--- config.mk ---
export PLATFORM = sky130hd
export DESIGN_NAME = pipelined_adder
export DESIGN_NICKNAME = d
export VERILOG_FILES = /design/src/rtl/pipelined_adder.sv
export SDC_FILE = /design/constraint.sdc
export NUM_CORES = 1
export LEC_CHECK = 0
export CAP_MARGIN = 20
export CORE_ASPECT_RATIO = 0.6
export CORE_MARGIN = 2
export CORE_UTILIZATION = 54
export DETAILED_ROUTE_END_ITERATION = 16
export PLACE_DENSITY_LB_ADDON = 0.2
export SYNTH_ARGS = -nofsm -noshare
export SYNTH_HDL_FRONTEND = slang
export SYNTH_SLANG_ARGS = --single-unit
--- constraint.sdc ---
create_clock -name clk -period 3 [get_ports clk]
set_clock_uncertainty 0.15 [all_clocks]
set_input_delay 0.6 -clock clk [delete_from_list [all_inputs] [get_ports clk]]
set_output_delay 0.6 -clock clk [all_outputs]
set_load 0.005 [all_outputs]
--- src/rtl/pipelined_adder.sv ---
// Pipelined add/subtract: WIDTH bits split into STAGES chunks, one chunk summed per clock.
// Optional signed-overflow output enabled by defining PIPELINED_ADDER_OVF_EN.
module pipelined_adder #(
   parameter int WIDTH  = 16,
   parameter int STAGES = 4
) (
   input  logic             clk,
   input  logic             rst_n,
   input  logic             in_valid,
   output logic             in_ready,
   input  logic [WIDTH-1:0] x,
   input  logic [WIDTH-1:0] y,
   input  logic             cin,
   input  logic             sub,
   output logic             out_valid,
   input  logic             out_ready,
   output logic [WIDTH-1:0] sum,
`ifdef PIPELINED_ADDER_OVF_EN
   output logic             ovf,
`endif
   output logic             cout
);

   localparam int CHUNK = WIDTH / STAGES;

   logic             advance;

   logic [STAGES-1:0] vld_d, vld_q;
   logic [WIDTH-1:0]  opa_d [STAGES];
   logic [WIDTH-1:0]  opa_q [STAGES];
   logic [WIDTH-1:0]  opb_d [STAGES];
   logic [WIDTH-1:0]  opb_q [STAGES];
   logic [WIDTH-1:0]  acc_d [STAGES];
   logic [WIDTH-1:0]  acc_q [STAGES];
   logic              cy_d  [STAGES];
   logic              cy_q  [STAGES];

   logic              src_v [STAGES];
   logic [WIDTH-1:0]  src_a [STAGES];
   logic [WIDTH-1:0]  src_b [STAGES];
   logic [WIDTH-1:0]  src_s [STAGES];
   logic              src_c [STAGES];
   logic [CHUNK:0]    part  [STAGES];

`ifdef PIPELINED_ADDER_OVF_EN
   logic ovf_d, ovf_q;
   logic cy_into_msb;
`endif

   assign advance   = !vld_q[STAGES-1] || out_ready;
   assign in_ready  = advance;
   assign out_valid = vld_q[STAGES-1];
   assign sum       = acc_q[STAGES-1];
   assign cout      = cy_q[STAGES-1];
`ifdef PIPELINED_ADDER_OVF_EN
   assign ovf       = ovf_q;
`endif

   // Operands shift down one chunk per stage so the active chunk always sits at the LSBs;
   // partial sums enter at the top and shift down, landing in place after the last stage.
   always_comb begin
      src_v[0] = in_valid;
      src_a[0] = x;
      src_b[0] = sub ? ~y : y;
      src_c[0] = sub ? ~cin : cin;
      src_s[0] = '0;
      for (int k = 1; k < STAGES; k++) begin
         src_v[k] = vld_q[k-1];
         src_a[k] = opa_q[k-1];
         src_b[k] = opb_q[k-1];
         src_c[k] = cy_q[k-1];
         src_s[k] = acc_q[k-1];
      end
      for (int k = 0; k < STAGES; k++) begin
         part[k] = {1'b0, src_a[k][CHUNK-1:0]} + {1'b0, src_b[k][CHUNK-1:0]}
                 + {{CHUNK{1'b0}}, src_c[k]};
      end
   end

   always_comb begin
      vld_d = vld_q;
      for (int k = 0; k < STAGES; k++) begin
         opa_d[k] = opa_q[k];
         opb_d[k] = opb_q[k];
         acc_d[k] = acc_q[k];
         cy_d[k]  = cy_q[k];
         if (advance) begin
            vld_d[k] = src_v[k];
            opa_d[k] = src_a[k] >> CHUNK;
            opb_d[k] = src_b[k] >> CHUNK;
            acc_d[k] = (src_s[k] >> CHUNK)
                     | (WIDTH'(part[k][CHUNK-1:0]) << (WIDTH - CHUNK));
            cy_d[k]  = part[k][CHUNK];
         end
      end
   end

`ifdef PIPELINED_ADDER_OVF_EN
   // In the last stage the top chunk sits at the LSBs, so its MSB is bit CHUNK-1.
   always_comb begin
      cy_into_msb = part[STAGES-1][CHUNK-1] ^ src_a[STAGES-1][CHUNK-1]
                  ^ src_b[STAGES-1][CHUNK-1];
      ovf_d       = advance ? (cy_into_msb ^ part[STAGES-1][CHUNK]) : ovf_q;
   end

   always_ff @(posedge clk) begin
      if (!rst_n) ovf_q <= 1'b0;
      else        ovf_q <= ovf_d;
   end
`endif

   always_ff @(posedge clk) begin
      if (!rst_n) begin
         vld_q <= '0;
         for (int k = 0; k < STAGES; k++) begin
            opa_q[k] <= '0;
            opb_q[k] <= '0;
            acc_q[k] <= '0;
            cy_q[k]  <= 1'b0;
         end
      end else begin
         vld_q <= vld_d;
         for (int k = 0; k < STAGES; k++) begin
            opa_q[k] <= opa_d[k];
            opb_q[k] <= opb_d[k];
            acc_q[k] <= acc_d[k];
            cy_q[k]  <= cy_d[k];
         end
      end
   end

endmodule

== Yosys cells after proc, flatten, opt, wreduce, memory -nomap -nowiden ==
Memory sizes are Yosys's and may differ from the RTL's.
Index checks and enable logic that the tools add are counted.
Operators by class
  add/sub/neg operators: 8
  multiply operators: 0
  divide/modulo/power cells: 0
  magnitude comparators: 0
  eq/ne operators: 1
  shift operators: 0
  multiplexer cells: 36
  bitwise operators: 21
  reduce and logical (&&, ||, !) cells: 3
Operators with widths (number)
  $mux 16: 25
  $or 12x16->16: 3
  $add 4x4->5: 4
  $add 5x1->5: 4
  $not 16->16: 1
  $or 1x1->1: 16
  $mux 1: 11
  $reduce_and 2->1: 1
  $logic_not 1->1: 1
  $logic_or 1x1->1: 1
  $ne 1x1->1 const B: 1
  $not 1->1: 1
Word-level totals
  register bits after elaboration: 4
  latch bits: 0
  RAM bits: 196
  ROM bits: 0
  input bits: 38
  output and inout port bits: 19
  word-level logic and storage cells: 74
  memories kept: 4
Memory list
  acc_q: depth 4, width 16, rd ports 4, clocked after memory_dff 0, wr ports 4, line 34  | logic [WIDTH-1:0] acc_q [STAGES];
  opa_q: depth 4, width 16, rd ports 3, clocked after memory_dff 0, wr ports 4, line 30  | logic [WIDTH-1:0] opa_q [STAGES];
  opb_q: depth 4, width 16, rd ports 3, clocked after memory_dff 0, wr ports 4, line 32  | logic [WIDTH-1:0] opb_q [STAGES];
  cy_q: depth 4, width 1, rd ports 4, clocked after memory_dff 0, wr ports 4, line 36  | logic cy_q [STAGES];

== Depth between registers and ports, before layout ==
  depth in word-level cells: 6
  gate-level depth with buffers: 9
  mapped depth without buffers: 7

== Worst setup path after synthesis ==
OpenSTA, ideal clock, no wires.
  path type: input port to flip-flop
  start point: input port sub
  end point: memory cy_q[0], data pin
  data arrival time: 2.123 ns
  setup slack: 0.461 ns
  cell stages on the path: 9
  cell sequence: buf_4 > buf_4 > xnor2_1 > fa_1 > inv_1 > fa_1 > a21o_1 > a21oi_1 > nor2_1
RTL lines
  start, declared: line 14  | input logic sub,
  end, declared: line 36

==> flow_results.org <==
** Die
- The core region is 7330 µm².
- Measured along the x axis, the die boundary spans between 100 and 150 µm.
- The floorplan step defined a die boundary enclosing 8370 µm².
- For this configuration, the core starts out at a cell density of 0.563.
- Die Span Y :: 71.7 µm
- Standard-cell row count :: 24
- For this design the top-level I/O count stands at 57.

** Timing
- Pins over their slew limit :: 0
- Final period demand of the worst path :: approximately 2.6 ns
- Max-slew headroom :: 0.486
- Derived from the worst setup path, the maximum achievable clock frequency is 379 MHz.
- Setup total negative slack on the finished layout was measured at 0 ns.
- Setup repair after global routing missed its margin :: no
- Final setup viols :: 0
- Worst-margin pin slew :: 0.771 ns
- The total count of hold-check failures in the final report came to 0.
- Fraction of the cycle the final worst path needs :: 0.879
- Setup slack on the critical path of the routed design comes to 0.362 ns.

** Pwr
- VDD IR max :: 0.346 mV
- The share of total power dissipated in sequential elements is 0.475.
- Total net switching power :: 668 µW
- For this design the ratio of total power to cell area is 594 nW/µm².
- Of the total power, the clock network draws 0.416.
- Cell leakage power :: 0.00195 µW
- Net Sw Frac :: 0.224
- The internal portion of the total power is 2310 µW.
- Part of the power in combinational logic :: 0.109

** Synth
- The number of nets in the synthesized netlist is 527.
- In this run, synthesis inferred 3 flip-flops with an integrated enable.
- Among all flip-flop cells after synthesis, the most frequent one is dfxtp_1.
- After synthesis, the cell types taking the most area are dfxtp_1 (45%), nand2_1 (13%), a21oi_1 (9.5%).
- Post-Synthesis Cells :: 469
- The Yosys step of the flow raised 0 warnings.
- Proportion of register bits with asynchronous set or reset after synthesis :: 0
- Post-synth cell types :: 30
- Synth top cells by count :: nand2_1 (142), dfxtp_1 (93), a21oi_1 (78)
- The average instance in the mapped netlist occupies 8.79 µm².
- For this run, the register share of the synthesized area comes to 0.473.
- In the post-synthesis netlist, the cell with the most instances is nand2_1.
- Counting flops and latches in the post-synthesis netlist gives 96.
- Cell type contributing the most total cell area after synthesis :: dfxtp_1
- Area share of the largest cell type after synthesis :: 0.451
- The cell area that synthesis handed to floorplanning was a little over 4000 µm².

** GRT
- The first global-routing pass estimated 14500 µm of wire.
- Total track usage :: 0.223
- Number of antenna violations at the first check in global routing :: 0
- Via count of the first global-routing pass :: 3041
- Entering global routing, the biggest net connects approximately 110 pins.
- Overflow left after global routing :: 0

** Worst hold path
- Type of the most critical hold path :: reg -> reg

** Clock tree
- Number of buffers created by CTS :: 9
- Clock root buffer :: clkbuf_16
- In this run the post-CTS setup repair buffer count came out at 0.
- TritonCTS built the clock tree.
- Maximum level of the CTS H-tree :: 3
- Number of buffers inserted for hold repair after clock tree synthesis :: 0
- Counting every sink on the clock net gives 96.
- Number of buffers between clock root and the deepest sink :: 2
- PostCTS Resize Cnt :: 0
- After clock tree synthesis, the clock-pin slew on the worst setup and hold paths is 0.06 ns.
- Clock network latency to the later pin of the worst-skew pair :: between 0.3 and 0.4 ns

** Place
- Port-buffer cells :: 56
- Final weighted congestion in routability-driven placement :: 0.799
- The HPWL after detailed placement is 5810 µm.
- Post-place setup slack :: 0.0943 ns

** Cells and area
- Layout cell share with drive strength beyond 1 :: 0.0872
- Compared with the post-synthesis result, the final layout area differs by 21.7%.
- Diodes inserted :: 0
- Final net count :: 569
- After filler insertion, the fill cell instance count of the layout stands at 615.

** Detailed routing
- After detailed routing, the total wire length is 8530 µm.
- Dividing the detail-routed wire length by the instance count gives around 14 µm.
- In the routed design, unresolved DRC markers number 0.
- Number of nets with antenna violations after routing :: 0
- Vias per inst :: between 5 and 6
- After the first detailed-routing iteration, the DRC count stood at between 200 and 300.
- The first detailed-routing pass took 4 iterations.
- Count of vias placed by the detailed router :: 3224

** Status
- Status :: complete, no violations

** Worst setup path
- Biggest fanout along the worst timing path :: 15
- Data on the critical path is required at its endpoint by 2.92 ns.
- Startpoint Class :: input pin
- The worst setup path is captured at a register.
- Data arrives at the worst endpoint at 2.56 ns.
- By startpoint and endpoint, the worst setup path is classified as in -> reg.

** Run
- Number of maximum-capacitance violations :: 0
==> path summary, 6_finish.rpt <==
| path | from | end | slack (ns) | cells past startpoint |
|---|---|---|---|---|
| setup reg to reg | cy_q[0] | cy_q[1] | 0.91 | 5 |
| hold / removal | acc_q[2][4] | acc_q[2][4] | 0.30 | 2 |
| setup / recovery | sub | cy_q[0] | 0.36 | 7 |
| hold reg to reg | acc_q[2][4] | acc_q[2][4] | 0.30 | 2 |
==> routing by layer <==
metal	vias up	routed length (µm)	global-route usage
met2	80	3740	0.335
met4	0	81	0.0575
met5	-	0	0
li1	1632	-	-
met1	1500	4210	0.314
met3	12	490	0.0728
==> cell usage in the layout, fill, tap and decap left out, drive strengths merged, types with 2 or more instances in the layout <==
| cell | synthesis | layout |
|---|---|---|
| xnor2 | 18 | 18 |
| edfxtp | 3 | 3 |
| clkdlybuf4s50 | 0 | 56 |
| a21oi | 78 | 78 |
| nor2 | 22 | 22 |
| nand3b | 2 | 2 |
| a2111o | 3 | 3 |
| a21o | 3 | 3 |
| clkinv | 0 | 3 |
| nand2 | 142 | 142 |
| clkbuf | 9 | 11 |
| ha | 12 | 12 |
| nor2b | 2 | 2 |
| buf | 25 | 9 |
| xor2 | 3 | 3 |
| nand3 | 8 | 8 |
| fa | 8 | 8 |
| dfxtp | 93 | 93 |
| o21ai | 2 | 2 |
| o211ai | 3 | 3 |
| and3 | 2 | 2 |
| inv | 10 | 9 |
| bufinv | 0 | 2 |
| a211oi | 18 | 18 |
==> through the flow <==
| stage | utilization | instances | instance area (µm²) | total power, µW | hold slack (ns) |
|---|---|---|---|---|---|
| after global routing | 0.685 | 620 | 5020 | 3100 | 0.318 |
| final | 0.685 | 620 | 5020 | 2980 | 0.300 |
| after floorplan | - | 469 | 4120 | 1640 | 0.282 |
| after global placement | 0.640 | 604 | 4690 | 1760 | 0.289 |
| after detailed placement | 0.640 | 604 | 4690 | 1770 | 0.294 |
| after CTS | 0.685 | 620 | 5020 | 3000 | 0.303 |
==> power groups by stage <==
stage          clock network [µW]  registers, µW  logic, µW
3_5_place_dp                    0           1440        323
6_report                     1240           1420        326
3_3_place_gp                    0           1440        314
2_1_floorplan                   0           1430        207
5_1_grt                      1310           1430        362
4_1_cts                      1260           1420        327
==> critical path, stage by stage <==
cell and delay [ns]:
clkdlybuf4s50_1 0.61, buf_4 0.31, xor2_1 0.15, fa_1 0.45, a21o_1 0.20, a21oi_1 0.17, nor2_1 0.06
==> cell families after synthesis <==
group	after synthesis	share of synthesized area
adder cells (fa/ha/maj)	20	0.0752
XOR/XNOR	21	0.0446
buffers and inverters	44	0.0598
flip-flops	96	0.473
AND/OR/NAND/NOR	179	0.172
AO/OA/AOI/OAI	109	0.175
==> registers in the layout, summed over array words and instances (netlist names) <==
name and cells:
acc_q 40, opa_q 24, opb_q 24, cy_q 4, vld_q 4
==> layout make-up <==
type / instances / area (µm²) / area share
timing repair buffer: 65 / 641 / 0.128
sequential: 96 / 1950 / 0.389
clock inverter: 5 / 77.6 / 0.0155
inverter: 10 / 38.8 / 0.00773
clock buffer: 11 / 254 / 0.0506
tap: 104 / 130 / 0.0259
multi-input combinational: 329 / 1930 / 0.384
Note: power is estimated with default switching activity, not from simulation.
